**src/rtl/cpu_pkg.sv**
```systemverilog
// Shared encodings for the 8-bit pipelined CPU: opcodes, function-select
// codes, result/branch select encodings and the decoded control word.
package cpu_pkg;

  // Opcodes (IR[15:9])
  localparam logic [6:0] OP_MOV  = 7'h00;
  localparam logic [6:0] OP_ADD  = 7'h02;
  localparam logic [6:0] OP_SHL  = 7'h04;
  localparam logic [6:0] OP_SUB  = 7'h05;
  localparam logic [6:0] OP_AND  = 7'h08;
  localparam logic [6:0] OP_SHR  = 7'h09;
  localparam logic [6:0] OP_OR   = 7'h0A;
  localparam logic [6:0] OP_XOR  = 7'h0C;
  localparam logic [6:0] OP_NOT  = 7'h0E;
  localparam logic [6:0] OP_LD   = 7'h10;
  localparam logic [6:0] OP_ST   = 7'h20;
  localparam logic [6:0] OP_SLT  = 7'h25;
  localparam logic [6:0] OP_ADI  = 7'h42;
  localparam logic [6:0] OP_BRZ  = 7'h60;
  localparam logic [6:0] OP_BRNZ = 7'h61;
  localparam logic [6:0] OP_JMP  = 7'h70;
  localparam logic [6:0] OP_JR   = 7'h71;

  // Function-unit select codes
  localparam logic [3:0] FS_PASS = 4'b0000;
  localparam logic [3:0] FS_ADD  = 4'b0010;
  localparam logic [3:0] FS_SHL  = 4'b0100;
  localparam logic [3:0] FS_SUB  = 4'b0101;
  localparam logic [3:0] FS_AND  = 4'b1000;
  localparam logic [3:0] FS_SHR  = 4'b1001;
  localparam logic [3:0] FS_OR   = 4'b1010;
  localparam logic [3:0] FS_XOR  = 4'b1100;
  localparam logic [3:0] FS_NOT  = 4'b1110;

  // Writeback result source
  typedef enum logic [1:0] {
    MD_FU  = 2'b00,
    MD_MEM = 2'b01,
    MD_LT  = 2'b10
  } md_e;

  // Branch kind
  typedef enum logic [1:0] {
    BS_NONE = 2'b00,
    BS_COND = 2'b01,
    BS_JR   = 2'b10,
    BS_JMP  = 2'b11
  } bs_e;

  // Decoded control word carried into execute
  typedef struct packed {
    logic [3:0] fs;
    logic [2:0] sh;
    logic [2:0] da;
    md_e        md;
    logic       rw;
    bs_e        bs;
    logic       ps;
    logic       mw;
  } ctrl_t;

  localparam ctrl_t CTRL_NOP = '{
    fs: FS_PASS, sh: 3'd0, da: 3'd0, md: MD_FU,
    rw: 1'b0, bs: BS_NONE, ps: 1'b0, mw: 1'b0
  };

  // Branch offset {DR,SB} is a 6-bit two's complement value
  function automatic logic [7:0] sext_off6(input logic [5:0] off);
    return {{2{off[5]}}, off};
  endfunction

endpackage

```
**src/rtl/regfile_8x8.sv**
```systemverilog
// 8x8 register file: two combinational read ports, one write port,
// R0 hardwired to zero, write-through bypass from the write port.
module regfile_8x8 #(
  parameter int NREG = 8,
  parameter int DW   = 8,
  parameter int AW   = $clog2(NREG)
) (
  input  logic          clk,
  input  logic          rst,
  input  logic [AW-1:0] ra_i,
  input  logic [AW-1:0] rb_i,
  input  logic [AW-1:0] wa_i,
  input  logic          we_i,
  input  logic [DW-1:0] wd_i,
  output logic [DW-1:0] rda_o,
  output logic [DW-1:0] rdb_o
);

  logic [DW-1:0] mem_q [NREG];

  // Storage update; writes to R0 are dropped so it always reads zero
  always_ff @(posedge clk or posedge rst) begin
    if (rst) begin
      for (int i = 0; i < NREG; i++) begin
        mem_q[i] <= {DW{1'b0}};
      end
    end else if (we_i && (wa_i != {AW{1'b0}})) begin
      mem_q[wa_i] <= wd_i;
    end else begin
      mem_q[0] <= {DW{1'b0}};
    end
  end

  // Read port A with same-cycle forwarding of the pending write
  always_comb begin
    rda_o = mem_q[ra_i];
    if (ra_i == {AW{1'b0}}) begin
      rda_o = {DW{1'b0}};
    end else if (we_i && (wa_i == ra_i)) begin
      rda_o = wd_i;
    end else begin
      rda_o = mem_q[ra_i];
    end
  end

  // Read port B with same-cycle forwarding of the pending write
  always_comb begin
    rdb_o = mem_q[rb_i];
    if (rb_i == {AW{1'b0}}) begin
      rdb_o = {DW{1'b0}};
    end else if (we_i && (wa_i == rb_i)) begin
      rdb_o = wd_i;
    end else begin
      rdb_o = mem_q[rb_i];
    end
  end

endmodule

```
**src/rtl/dof_stage.sv**
```systemverilog
// Decode / operand-fetch stage: decodes IR, reads the register file,
// forms the A/B operand buses and registers the DOF/EX bundle.
module dof_stage
  import cpu_pkg::*;
#(
  parameter int NREG = 8,
  parameter int DW   = 8
) (
  input  logic          clk,
  input  logic          rst,
  input  logic [15:0]   IR,
  input  logic [DW-1:0] PC_1,
  input  logic          stall,
  input  logic          flush,
  input  logic [2:0]    WB_DA,
  input  logic          WB_RW,
  input  logic [DW-1:0] WB_D,
  output logic [DW-1:0] PC_2,
  output logic [DW-1:0] BuA,
  output logic [DW-1:0] BuB,
  output logic [3:0]    FS,
  output logic [2:0]    SH,
  output logic [2:0]    DA,
  output logic [1:0]    MD,
  output logic          RW,
  output logic [1:0]    BS,
  output logic          PS,
  output logic          MW
);

  logic [6:0]    op_s;
  logic [2:0]    dr_s, sa_s, sb_s;
  logic [DW-1:0] rf_a_s, rf_b_s;
  ctrl_t         dec_ctrl_s;
  logic [DW-1:0] dec_b_s;

  ctrl_t         ctrl_q, ctrl_d;
  logic [DW-1:0] bua_q, bua_d;
  logic [DW-1:0] bub_q, bub_d;
  logic [DW-1:0] pc2_q, pc2_d;

  assign op_s = IR[15:9];
  assign dr_s = IR[8:6];
  assign sa_s = IR[5:3];
  assign sb_s = IR[2:0];

  regfile_8x8 #(.NREG(NREG), .DW(DW)) u_rf (
    .clk   (clk),
    .rst   (rst),
    .ra_i  (sa_s),
    .rb_i  (sb_s),
    .wa_i  (WB_DA),
    .we_i  (WB_RW),
    .wd_i  (WB_D),
    .rda_o (rf_a_s),
    .rdb_o (rf_b_s)
  );

  // Instruction decode: control word and B-operand source
  always_comb begin
    dec_ctrl_s = CTRL_NOP;
    dec_b_s    = rf_b_s;
    case (op_s)
      OP_MOV:  begin dec_ctrl_s.fs = FS_PASS; dec_ctrl_s.rw = 1'b1; dec_ctrl_s.da = dr_s; end
      OP_ADD:  begin dec_ctrl_s.fs = FS_ADD;  dec_ctrl_s.rw = 1'b1; dec_ctrl_s.da = dr_s; end
      OP_SUB:  begin dec_ctrl_s.fs = FS_SUB;  dec_ctrl_s.rw = 1'b1; dec_ctrl_s.da = dr_s; end
      OP_AND:  begin dec_ctrl_s.fs = FS_AND;  dec_ctrl_s.rw = 1'b1; dec_ctrl_s.da = dr_s; end
      OP_OR:   begin dec_ctrl_s.fs = FS_OR;   dec_ctrl_s.rw = 1'b1; dec_ctrl_s.da = dr_s; end
      OP_XOR:  begin dec_ctrl_s.fs = FS_XOR;  dec_ctrl_s.rw = 1'b1; dec_ctrl_s.da = dr_s; end
      OP_NOT:  begin dec_ctrl_s.fs = FS_NOT;  dec_ctrl_s.rw = 1'b1; dec_ctrl_s.da = dr_s; end
      OP_SHL: begin
        dec_ctrl_s.fs = FS_SHL; dec_ctrl_s.sh = sb_s;
        dec_ctrl_s.rw = 1'b1;   dec_ctrl_s.da = dr_s;
      end
      OP_SHR: begin
        dec_ctrl_s.fs = FS_SHR; dec_ctrl_s.sh = sb_s;
        dec_ctrl_s.rw = 1'b1;   dec_ctrl_s.da = dr_s;
      end
      OP_LD: begin
        dec_ctrl_s.fs = FS_PASS; dec_ctrl_s.md = MD_MEM;
        dec_ctrl_s.rw = 1'b1;    dec_ctrl_s.da = dr_s;
      end
      OP_ST: begin
        dec_ctrl_s.mw = 1'b1; dec_ctrl_s.da = dr_s;
      end
      OP_ADI: begin
        dec_ctrl_s.fs = FS_ADD; dec_ctrl_s.rw = 1'b1; dec_ctrl_s.da = dr_s;
        dec_b_s = {{(DW-3){1'b0}}, sb_s};
      end
      OP_SLT: begin
        dec_ctrl_s.fs = FS_SUB; dec_ctrl_s.md = MD_LT;
        dec_ctrl_s.rw = 1'b1;   dec_ctrl_s.da = dr_s;
      end
      // Branches keep DA=0 and RW=0 from the NOP defaults
      OP_BRZ: begin
        dec_ctrl_s.bs = BS_COND; dec_ctrl_s.ps = 1'b1;
        dec_b_s = sext_off6({dr_s, sb_s});
      end
      OP_BRNZ: begin
        dec_ctrl_s.bs = BS_COND; dec_ctrl_s.ps = 1'b0;
        dec_b_s = sext_off6({dr_s, sb_s});
      end
      OP_JMP: begin
        dec_ctrl_s.bs = BS_JMP;
        dec_b_s = sext_off6({dr_s, sb_s});
      end
      OP_JR: begin
        dec_ctrl_s.bs = BS_JR;
      end
      default: begin
        dec_ctrl_s = CTRL_NOP;
      end
    endcase
  end

  // Pipeline-register next state: flush beats stall; flush still loads operands
  always_comb begin
    ctrl_d = ctrl_q;
    bua_d  = bua_q;
    bub_d  = bub_q;
    pc2_d  = pc2_q;
    if (flush) begin
      ctrl_d = CTRL_NOP;
      bua_d  = rf_a_s;
      bub_d  = dec_b_s;
      pc2_d  = PC_1;
    end else if (stall) begin
      ctrl_d = ctrl_q;
      bua_d  = bua_q;
      bub_d  = bub_q;
      pc2_d  = pc2_q;
    end else begin
      ctrl_d = dec_ctrl_s;
      bua_d  = rf_a_s;
      bub_d  = dec_b_s;
      pc2_d  = PC_1;
    end
  end

  // DOF/EX pipeline register; reset value is the NOP bundle
  always_ff @(posedge clk or posedge rst) begin
    if (rst) begin
      ctrl_q <= CTRL_NOP;
      bua_q  <= {DW{1'b0}};
      bub_q  <= {DW{1'b0}};
      pc2_q  <= {DW{1'b0}};
    end else begin
      ctrl_q <= ctrl_d;
      bua_q  <= bua_d;
      bub_q  <= bub_d;
      pc2_q  <= pc2_d;
    end
  end

  assign PC_2 = pc2_q;
  assign BuA  = bua_q;
  assign BuB  = bub_q;
  assign FS   = ctrl_q.fs;
  assign SH   = ctrl_q.sh;
  assign DA   = ctrl_q.da;
  assign MD   = ctrl_q.md;
  assign RW   = ctrl_q.rw;
  assign BS   = ctrl_q.bs;
  assign PS   = ctrl_q.ps;
  assign MW   = ctrl_q.mw;

endmodule

```
**config.mk**
```make
export PLATFORM = sky130hd
export DESIGN_NAME = dof_stage
export DESIGN_NICKNAME = d
export VERILOG_FILES = /design/src/rtl/cpu_pkg.sv /design/src/rtl/regfile_8x8.sv /design/src/rtl/dof_stage.sv
export SDC_FILE = /design/constraint.sdc
export NUM_CORES = 1
export LEC_CHECK = 0
export CORE_MARGIN = 1.5
export CORE_UTILIZATION = 45
export CTS_BUF_LIST = sky130_fd_sc_hd__clkbuf_8
export DETAILED_ROUTE_END_ITERATION = 7
export PLACE_DENSITY = 0.76
export SYNTH_ARGS = -nofsm -noshare
export SYNTH_HDL_FRONTEND = slang
export SYNTH_SLANG_ARGS = --single-unit
export TNS_END_PERCENT = 50
```
**constraint.sdc**
```tcl
create_clock -name clk -period 3.75 [get_ports clk]
set_clock_uncertainty 0.2 [all_clocks]
set_input_delay 0.5625 -clock clk [delete_from_list [all_inputs] [get_ports clk]]
set_output_delay 0.5625 -clock clk [all_outputs]
set_load 0.01 [all_outputs]
```
== Yosys cells after proc, flatten, opt, wreduce, memory -nomap -nowiden ==
Index checks and enable logic that the tools add are counted.

* Register bits: 105
* Input bits: 40
* Output and inout port bits: 41
* Word-level logic and storage cells: 91

* Magnitude comparators: 4
* Equal/unequal tests: 19
* Multiplexer cells: 31
* Bitwise gates (word level): 3
* Reductions and logical operators: 15

{| class="wikitable"
|+ Operator list
! cell !! number
|-
| two-way mux 8 bit || 16
|-
| bitwise mux 64 bit || 1
|-
| binary-select mux 8 bit (select 3 bit) || 2
|-
| equality test 7 x 4 -> 1 bit, second input constant || 5
|-
| equality test 7 bit, second input constant || 5
|-
| two-way mux 17 bit || 2
|-
| one-hot mux 4 bit (8 select lines) || 1
|-
| demux 8 bit (select 3 bit) || 1
|-
| one-hot mux 8 bit (2 select lines) || 1
|-
| equality test 7 x 3 -> 1 bit, second input constant || 2
|-
| equality test 7 x 6 -> 1 bit, second input constant || 2
|-
| OR reduction 13 bit || 1
|-
| >= comparator 4 bit, second input constant || 3
|-
| NOT 3 -> 4 bit || 3
|-
| OR reduction 12 bit || 1
|-
| OR reduction 2 bit || 4
|-
| equality test 7 x 2 -> 1 bit, second input constant || 1
|-
| equality test 7 x 5 -> 1 bit, second input constant || 1
|-
| zero test 7 bit || 1
|-
| equality test 3 bit || 2
|-
| zero test 3 bit || 2
|-
| two-way mux 3 bit || 2
|-
| one-hot mux 2 bit (3 select lines) || 1
|-
| logical AND 1 bit || 4
|-
| 6 further kinds || 8
|}

== Longest topological paths before layout ==
Gate-level depths: netlist of run 1.

* Depth after elaboration: 9
* Depth in mapped cells: 8

== Modules after synthesis ==
Synthesis of run 1 repeated with hierarchy kept, for this count alone.

* Cells, all modules: 456
* Area total of the unflattened synthesis: 5698.0 um^2

{| class="wikitable"
|+ Modules (own cells, without submodules)
! module !! instances !! cells each !! area each (um^2)
|-
| regfile_8x8 || 1 || 246 || 3759.9
|-
| dof_stage || 1 || 210 || 1938.1
|}

== Least setup slack after synthesis of run 1 ==
OpenSTA, ideal clock, no wires.

* Kind: input to register
* Start: input port IR[3]
* End: register bua_q[0] (netlist: BuA[0])
* Data arrival time: 1732 ps
* Data required time: 3432 ps
* Path slack: 1700 ps
* Cell stages on the path: 6
* Path buffers: 2
* Cells stage by stage: buf_4 > buf_6 > mux4_2 > mux2i_1 > a21oi_1 > a21o_1

* Longest elaborated chain between the ends: 8
* Elaborated cells on any way between the ends: 11
* Those cells by class: 1 x eq/ne; 7 x mux; 1 x bitwise; 2 x reduce/logical

{| class="wikitable"
|+ Ends and longest elaborated chain
! item !! RTL line !! RTL
|-
| from (decl) || dof_stage.sv:11 || <nowiki>input logic [15:0] IR,</nowiki>
|-
| NOT 3 -> 4 bit || n/a ||
|-
| binary-select mux 8 bit (select 3 bit) || n/a ||
|-
| two-way mux 8 bit (not written as such) (2 in a row) || regfile_8x8.sv:42 || <nowiki>rda_o = mem_q[ra_i];</nowiki>
|-
| two-way mux 8 bit || regfile_8x8.sv:39 || <nowiki>end else if (we_i && (wa_i == ra_i)) begin</nowiki>
|-
| two-way mux 8 bit * || regfile_8x8.sv:37 || <nowiki>if (ra_i == {AW{1'b0}}) begin</nowiki>
|-
| two-way mux 8 bit || dof_stage.sv:127 || <nowiki>end else if (stall) begin</nowiki>
|-
| two-way mux 8 bit * || dof_stage.sv:122 || <nowiki>if (flush) begin</nowiki>
|-
| to (signal assigned) || dof_stage.sv:144 || <nowiki>bua_q <= {DW{1'b0}};</nowiki>
|-
| to (signal assigned) || dof_stage.sv:149 || <nowiki>bua_q <= bua_d;</nowiki>
|-
| to (decl) || dof_stage.sv:38 || <nowiki>logic [DW-1:0] bua_q, bua_d;</nowiki>
|}

Every way passes the cells marked *; elsewhere a longest branch is shown, timed or not. The select of a mux whose other input is x is not followed.
A chain may end at the register's enable or synchronous reset.

== Worst setup path in the final report of run 1 ==
* Start: input port IR[0]
* End: register bub_q[3] (netlist: BuB[3])

* Longest elaborated chain between the ends: 9
* Elaborated cells on any way between the ends: 12
* Those cells by class: 1 x eq/ne; 8 x mux; 1 x bitwise; 2 x reduce/logical

{| class="wikitable"
|+ Ends and longest elaborated chain
! item !! RTL line !! RTL
|-
| NOT 3 -> 4 bit || n/a ||
|-
| binary-select mux 8 bit (select 3 bit) || regfile_8x8.sv:54 || <nowiki>rdb_o = mem_q[rb_i];</nowiki>
|-
| two-way mux 8 bit (not written as such) (2 in a row) || regfile_8x8.sv:54 ||
|-
| two-way mux 8 bit || regfile_8x8.sv:51 || <nowiki>end else if (we_i && (wa_i == rb_i)) begin</nowiki>
|-
| two-way mux 8 bit * || regfile_8x8.sv:49 || <nowiki>if (rb_i == {AW{1'b0}}) begin</nowiki>
|-
| one-hot mux 8 bit (2 select lines) * || dof_stage.sv:63 || <nowiki>case (op_s)</nowiki>
|-
| two-way mux 8 bit || dof_stage.sv:127 ||
|-
| two-way mux 8 bit * || dof_stage.sv:122 ||
|-
| to (signal assigned) || dof_stage.sv:145 || <nowiki>bub_q <= {DW{1'b0}};</nowiki>
|-
| to (signal assigned) || dof_stage.sv:150 || <nowiki>bub_q <= bub_d;</nowiki>
|-
| to (decl) || dof_stage.sv:39 || <nowiki>logic [DW-1:0] bub_q, bub_d;</nowiki>
|}

Marked as above.

==> results of run 1 <==
synthesized netlist by cell type, types with 4 or more instances:
cell type,n,share of area
nor3_1,9,0.0083
buf_6,5,0.010
o21ai_0,15,0.014
a21o_1,9,0.012
xnor2_1,6,0.0096
buf_2,12,0.011
dfrtp_1,105,0.48
nor3b_1,4,0.0055
inv_1,7,0.0048
mux2_2,62,0.13
a21oi_1,27,0.025
clkbuf_1,12,0.0083
and2_1,12,0.014
nor2_1,26,0.018
mux2i_1,19,0.035
nand2_1,32,0.022
o22ai_1,5,0.0057
nor2b_1,6,0.0069
mux4_2,25,0.10
nand4_1,5,0.0057
through the flow:
step / cell area [um2] / hold WS (ns)
detailed placement: 6410 / 0.256
finish: 6570 / 0.272
global placement: 6410 / 0.247
CTS: 6570 / 0.276
global route: 6570 / 0.303
floorplan: 5450 / 0.267
flip-flops by register name, indices dropped and copies added, names as in the netlist:
register and count:
u_rf.mem_q 64, BuA 8, BuB 8, PC_2 8
FS 4, DA 3, SH 3, BS 2
MD 2, MW 1, PS 1, RW 1
where the power goes:
group | internal [uW] | switching (uW) | leakage (uW) | total, uW
clock | 249 | 367 | 0.0000905 | 616
combinational | 423 | 302 | 0.00144 | 725
sequential | 1310 | 126 | 0.00131 | 1440
cells by family after synthesis:
| group | count (synthesis) | synth area share |
|---|---|---|
| buf+inv | 38 | 0.0372 |
| compound gates | 76 | 0.0888 |
| xor+xnor | 6 | 0.00964 |
| mux | 107 | 0.271 |
| flops | 105 | 0.482 |
| simple gates | 115 | 0.112 |
worst max-delay path, delay by kind of cell:
| kind | cells | cell delay, ns |
|---|---|---|
| buffers and inverters | 2 | 1.29 |
| muxes | 1 | 0.56 |
| AOI/OAI and AO/OA | 2 | 0.28 |
area by class of cell:
cell class / count / area, um2 / share of cell area
Inverter: 7 / 28.8 / 0.00438
Tap cell: 147 / 184 / 0.0280
Timing Repair Buffer: 99 / 943 / 0.144
Sequential cell: 105 / 2630 / 0.400
Clock buffer: 10 / 138 / 0.0209
Multi-Input combinational cell: 304 / 2630 / 0.399
Clock inverter: 5 / 25.0 / 0.00381
final timing paths:
kind | startpoint | end | slack (ns) | cells after the start
worst max-delay path | IR[0] | BuB[3] | 1.10 | 5
worst min-delay path | PC_2[4] | PC_2[4] | 0.27 | 2
worst max register to register | u_rf.mem_q[4] | BuB[4] | 1.99 | 5
worst min register to register | PC_2[4] | PC_2[4] | 0.27 | 2
max in group asynchronous | rst | PC_2[0] | 2.12 | 3
min in group asynchronous | rst | u_rf.mem_q[43] | 0.47 | 2
per-layer routing:
layer | wire (um) | vias up | part of all wire
met1 | 6050 | 2057 | 0.44
met3 | 1090 | 28 | 0.079
met4 | 323 | 0 | 0.023
met5 | 0 | - | 0
met2 | 6340 | 191 | 0.46
li1 | - | 1797 | -
==> flow_metrics.tcl, run 1 <==
set metrics [dict create \
    status "finished, final reports clean" \
    power_density_nw_per_um2 423 \
    ys_async_sr_fraction 1.00 \
    irDropWorstVdd_uv 274 \
    nFillCells 1035 \
    dp_slack_ns 0.681 \
    post_cts_resized 0 \
    setup_violations 0 \
    final_cell_mix "dfrtp_1 (105), clkdlybuf4s50_1 (80), mux2_2 (62)" \
    die-area_um2 12800 \
    cts_made_buffers 9 \
    grt_pass1_wl_mm 22.4 \
    rsz0062_at_grt "no" \
    cts_tree "built" \
    yosysWarningCount 0 \
    tightest_slew_ns 0.775 \
    vias_per_cell 6.02 \
    hold_viol 0 \
    finalCriticalPeriod_ns 2.65 \
    io_pins 81 \
    final_common_cell "dfrtp_1" \
    setup-tns-final_ns 0 \
    wl_per_cell_um 20.4 \
    std_cell_rows 40 \
    final_cells 677 \
    cp-end-kind "register" \
    wl_mm 13.8 \
    cts.path.max_buffers 2 \
    fin_crit_sh 0.708 \
    grt_max_degree 60 \
    leakage_uw 0.00284 \
    dpl.hpwl_mm 9.82 \
    root_buffer "clkbuf_8" \
    clk_latency_ns 0.37 \
    p_total_uw 2780 \
    dp.cells 662 \
    fmax_ghz 0.377 \
    arrival_ns 2.71 \
    synth_flop_cell "dfrtp_1" \
    synthesis.nets 487 \
    clkTransAtPathRegs_ns 0.09 \
    ant_nets 0 \
    slew_headroom 0.480 \
    ys_seq_area_frac 0.482 \
    drt_iter0_markers 308 \
    synth_area_um2 5450 \
    post_cts_buffers 0 \
    max_stage_delay_ns 0.96 \
    fin_util 0.552 \
    fp.dieW_um 113 \
    crit_required_ns 3.80 \
    overflow 0 \
    core_um2 11900 \
    final_max_slew_viol_count 0 \
    grt_usage 0.228 \
    crit_chain "clkdlybuf4s50_1 -> buf_4 -> mux4_1 -> a21oi_1 -> o31ai_1" \
    antenna_found_initial 0 \
    grt_pass1_vias 4182 \
    vias 4073 \
    synth-edff-count 0 \
    use_met3 0.0439 \
    synthCells 447 \
    cp_max_fo 11 \
    cts_max_level 3 \
    grt_util_met1 0.323 \
    gp_congestion 0.854 \
    startpoint_type "input pin" \
    hp-class "register to register" \
    avgSynthCellArea_um2 12.2 \
    cts_hold_buf 0 \
    nets 566 \
    ys_seq_elements 105 \
    dr.pass1.iters 5 \
    setup_slack_ns 1.10 \
    numPortBuffers 80 \
    cts_sinks 105 \
    synthDistinctLibCells 49 \
    crit_type "input pin to register" \
    area_growth_syn_to_layout_pct 20.5 \
    drc 0 \
    start_util 0.458 \
    slowest_stage "clkdlybuf4s50_1" \
    fp.dieH_um 113 \
    final_layout_size_suffix_gt1_frac 0.240 \
    met2_usage 0.344 \
    grt.busiest_layer "met2" \
    cap_violations 0 \
    n_antenna_cell 0 \
]
Power figures use the tool's default switching activity.
==> run 2, diff against run 1 <==
==> constraint.sdc (replaced) <==
create_clock -name clk -period 2.6 [get_ports clk]
set_clock_uncertainty 0.2 [all_clocks]
set_input_delay 0.39 -clock clk [delete_from_list [all_inputs] [get_ports clk]]
set_output_delay 0.39 -clock clk [all_outputs]
set_load 0.01 [all_outputs]
==> flow_metrics.tcl, run 2 (synthesis results as in run 1) <==
set metrics [dict create \
    final_layout_size_suffix_gt1_frac 0.257 \
    startpoint_type "input pin" \
    antenna_found_initial 0 \
    dr.pass1.iters 5 \
    status "finished, final reports clean" \
    final_max_slew_viol_count 0 \
    post_cts_buffers 0 \
    nets 576 \
    hold_ws_ns 0.108 \
    fmax_ghz 0.466 \
    r2r_slack_ns 0.89 \
    cts_hold_buf 0 \
    std_cell_rows 40 \
    r2r_cells 5 \
    grt_pass1_vias 4133 \
    leakage_uw 0.00294 \
    power_density_nw_per_um2 642 \
    drc 0 \
    cp-end-kind "register" \
    n_antenna_cell 0 \
    fin_area_um2 6790 \
    cp_max_fo 7 \
    rsz0062_at_grt "no" \
    clk_latency_ns 0.38 \
    irDropWorstVdd_uv 308 \
    grt_max_degree 48 \
    io_pins 81 \
    post_cts_resized 0 \
    cts_made_buffers 9 \
    numPortBuffers 80 \
    root_buffer "clkbuf_8" \
    vias_per_cell 5.91 \
    r2r-start "u_rf.mem_q[6]" \
    area_growth_syn_to_layout_pct 24.5 \
    fin_util 0.570 \
    tightest_slew_ns 0.456 \
    hold_viol 0 \
    worstReg2RegEnd "BuB[6]" \
    setup-tns-final_ns 0 \
    finalCriticalPeriod_ns 2.14 \
    overflow 0 \
    core_um2 11900 \
    cts_max_level 3 \
    drt_iter0_markers 334 \
    ant_nets 0 \
    wl_mm 13.8 \
    cap_violations 0 \
    die-area_um2 12800 \
    largest_reg_flops 64 \
    grt_usage 0.223 \
    final_common_cell "dfrtp_1" \
    arrival_ns 2.21 \
    place_area_um2 6550 \
    wl_per_cell_um 20.2 \
    final_cell_mix "dfrtp_1 (105), clkdlybuf4s50_1 (80), mux2_2 (62)" \
    dpl.hpwl_mm 9.75 \
    crit_required_ns 2.66 \
    crit_type "input pin to register" \
    start_util 0.458 \
    fp.dieW_um 113 \
    gp_congestion 0.877 \
    grt_pass1_wl_mm 22.1 \
    vias 4061 \
    regMostFlops "u_rf.mem_q" \
    fp.dieH_um 113 \
    setup_violations 0 \
    cts_sinks 105 \
    clkTransAtPathRegs_ns 0.10 \
    cts_tree "built" \
    fin_crit_sh 0.825 \
    cts.path.max_buffers 2 \
    slew_headroom 0.693 \
    hp-class "input pin to asynchronous set/reset pin" \
]
[run 2: cell types whose count changed in the layout (fill, tap and decap cells not counted)]
cell and change:
bufinv_16 +3, buf_4 +5, clkinv_4 +1, buf_12 +5, clkinv_2 -1, inv_4 -1
inv_1 -2
[run 2: worst max-delay path by stage]
stage / start / end / slack [ns] / cells after the start
floorplan: IR[3] / BuA[0] / 0.72 / 6
global placement: IR[10] / BuB[3] / 0.13 / 6
detailed placement: IR[10] / DA[2] / 0.08 / 6
CTS: IR[10] / DA[2] / 0.46 / 6
global route: IR[10] / DA[2] / 0.30 / 6
finish: IR[10] / DA[2] / 0.46 / 6
[run 2: per-stage QoR]
step | worst slack, ns | std cells | total power (uW)
5_1_grt | 0.298 | 687 | 4550
6_report | 0.455 | 687 | 4360
4_1_cts | 0.463 | 687 | 4370
3_3_place_gp | 0.130 | 672 | 3120
3_5_place_dp | 0.0769 | 672 | 3170
2_1_floorplan | 0.723 | 447 | 2720
[run 2: final cells by class]
class                   instances  area (um2)
multi-input cells             304        2630
fillers                      1005        5120
clock buffers                  10         138
inverters                       7        30.0
flip-flops and latches        105        2630
well taps                     147         184
clock inverters                 5         104
repair buffers                109        1080
[run 2: power breakdown]
group / total, uW / internal, uW / switching (uW)
Combinational: 1060 / 626 / 429
Clock: 1220 / 661 / 557
Sequential: 2090 / 1900 / 191
Total: 4360 / 3180 / 1180
[run 2: worst max-delay path: stages]
cell             delay, ns
clkdlybuf4s50_1       0.55
nor4_1                0.51
o21ai_1               0.18
nand4_1               0.18
nor2_1                0.09
o41ai_1               0.30
[run 2: metal layers]
metal | wire [um] | global-route usage
met5 | 0 | 0
met4 | 274 | 0.0800
met3 | 848 | 0.0370
met2 | 6590 | 0.350
met1 | 6140 | 0.317
==> run 3, diff against run 2 <==
==> constraint.sdc (replaced) <==
create_clock -name clk -period 2.13 [get_ports clk]
set_clock_uncertainty 0.2 [all_clocks]
set_input_delay 0.3195 -clock clk [delete_from_list [all_inputs] [get_ports clk]]
set_output_delay 0.3195 -clock clk [all_outputs]
set_load 0.01 [all_outputs]
==> flow_metrics.tcl, run 3 (synthesis results as in run 1) <==
set metrics [dict create \
    status "finished, final reports clean" \
    grt_pass1_wl_mm 22.8 \
    antenna_found_initial 0 \
    grt_pass1_vias 4217 \
    crit_chain "clkdlybuf4s50_1 -> nor3_1 -> nand3b_1 -> nor3_1 -> nor2_1 -> o41ai_1" \
    n_antenna_cell 0 \
    area_growth_syn_to_layout_pct 30.2 \
    numPortBuffers 80 \
    gp_congestion 0.932 \
    cts_max_level 3 \
    cts_hold_buf 0 \
    irDropWorstVdd_uv 368 \
    crit_required_ns 2.19 \
    root_buffer "clkbuf_8" \
    final_cell_mix "dfrtp_1 (105), clkdlybuf4s50_1 (80), buf_4 (66)" \
    final_max_slew_viol_count 0 \
    cap_violations 0 \
    r2r-start "u_rf.mem_q[22]" \
    drt_iter0_markers 379 \
    cts_sinks 105 \
    clk_latency_ns 0.37 \
    hold_viol 0 \
    final_common_cell "dfrtp_1" \
    ant_nets 0 \
    worstReg2RegEnd "BuB[6]" \
    post_cts_buffers 0 \
    fmax_ghz 0.508 \
    vias 4230 \
    dr.pass1.iters 4 \
    r2r_slack_ns 0.42 \
    leakage_uw 0.00314 \
    post_cts_resized 0 \
    max_stage_delay_ns 0.51 \
    hp-class "input pin to asynchronous set/reset pin" \
    vias_per_cell 5.79 \
    startpoint_type "input pin" \
    drc 0 \
    cp-end-kind "register" \
    slew_headroom 0.623 \
    crit_type "input pin to register" \
    nFillCells 974 \
    slowest_stage "clkdlybuf4s50_1" \
    dpl.hpwl_mm 10.2 \
    fin_util 0.596 \
    die-area_um2 12800 \
    fin_crit_sh 0.925 \
    cts_made_buffers 9 \
    startpoint "IR[9]" \
    grt_max_degree 106 \
    rsz0062_at_grt "no" \
    nets 619 \
    arrival_ns 2.03 \
    setup_violations 0 \
    r2r_cells 5 \
    power_density_nw_per_um2 738 \
    cts.path.max_buffers 2 \
    io_pins 81 \
    fp.dieW_um 113 \
    std_cell_rows 40 \
    core_um2 11900 \
    wl_per_cell_um 19.3 \
    finalCriticalPeriod_ns 1.97 \
    wl_mm 14.1 \
    start_util 0.458 \
    cp_max_fo 6 \
    crit_top_cell "nor3_1" \
    grt_usage 0.231 \
    clkTransAtPathRegs_ns 0.10 \
    overflow 0 \
    regMostFlops "u_rf.mem_q" \
    largest_reg_flops 64 \
    tightest_slew_ns 0.566 \
    final_layout_size_suffix_gt1_frac 0.313 \
    cts_tree "built" \
    fp.dieH_um 113 \
    hold_ws_ns 0.222 \
]
-- run 3: cell count changes in the layout (fill, tap and decap cells not counted) --
cell | previous run | this run
bufinv_16 | 3 | 2
buf_4 | 24 | 66
clkinvlp_4 | 1 | 2
clkinv_2 | 1 | 2
buf_12 | 5 | 6
clkinv_4 | 1 | 2
clkbuf_8 | 10 | 9
-- run 3: metal layers --
layer / vias up / routed length, um / part of all wire / global-route usage
met4: 0 / 325 / 0.023 / 0.0925
met3: 31 / 930 / 0.066 / 0.0359
met1: 2117 / 6050 / 0.43 / 0.324
li1: 1900 / - / - / -
met2: 182 / 6840 / 0.48 / 0.363
met5: - / 0 / 0 / 0
-- run 3: through the flow --
| stage | power [uW] | setup WS [ns] | TNS, ns | cells | area [um2] |
|---|---|---|---|---|---|
| global placement | 3860 | -0.186 | -2.98 | 715 | 6880 |
| detailed placement | 3930 | -0.229 | -3.81 | 715 | 6880 |
| global route | 5500 | 0.0379 | 0 | 731 | 7100 |
| floorplan | 3320 | 0.323 | 0 | 447 | 5460 |
| CTS | 5280 | 0.162 | 0 | 731 | 7100 |
| finish | 5240 | 0.160 | 0 | 731 | 7100 |
-- run 3: layout make-up --
type | instances | area [um2] | share of cell area
Sequential cell | 105 | 2630 | 0.370
Multi-Input combinational cell | 304 | 2630 | 0.370
Timing Repair Buffer | 152 | 1420 | 0.199
Tap cell | 147 | 184 | 0.0259
Clock buffer | 9 | 124 | 0.0174
Clock inverter | 7 | 95.1 | 0.0134
Inverter | 7 | 30.0 | 0.00423
-- run 3: report_power, final --
group	switching [uW]	internal, uW
Combinational	536	804
Sequential	241	2310
Clock	688	662
-- run 3: how the worst max path moves through the flow --
| stage | endpoint | cells past startpoint |
|---|---|---|
| 6_report | DA[2] | 6 |
| 5_1_grt | DA[2] | 6 |
| 3_3_place_gp | BuB[6] | 8 |
| 3_5_place_dp | DA[2] | 6 |
| 4_1_cts | DA[2] | 6 |
| 2_1_floorplan | BuA[0] | 6 |
-- run 3: critical path, delay by kind of cell --
kind / cells / cell delay, ns
AND/OR/NAND/NOR: 4 / 0.94
buffers and inverters: 1 / 0.51
AO/OA/AOI/OAI: 1 / 0.26
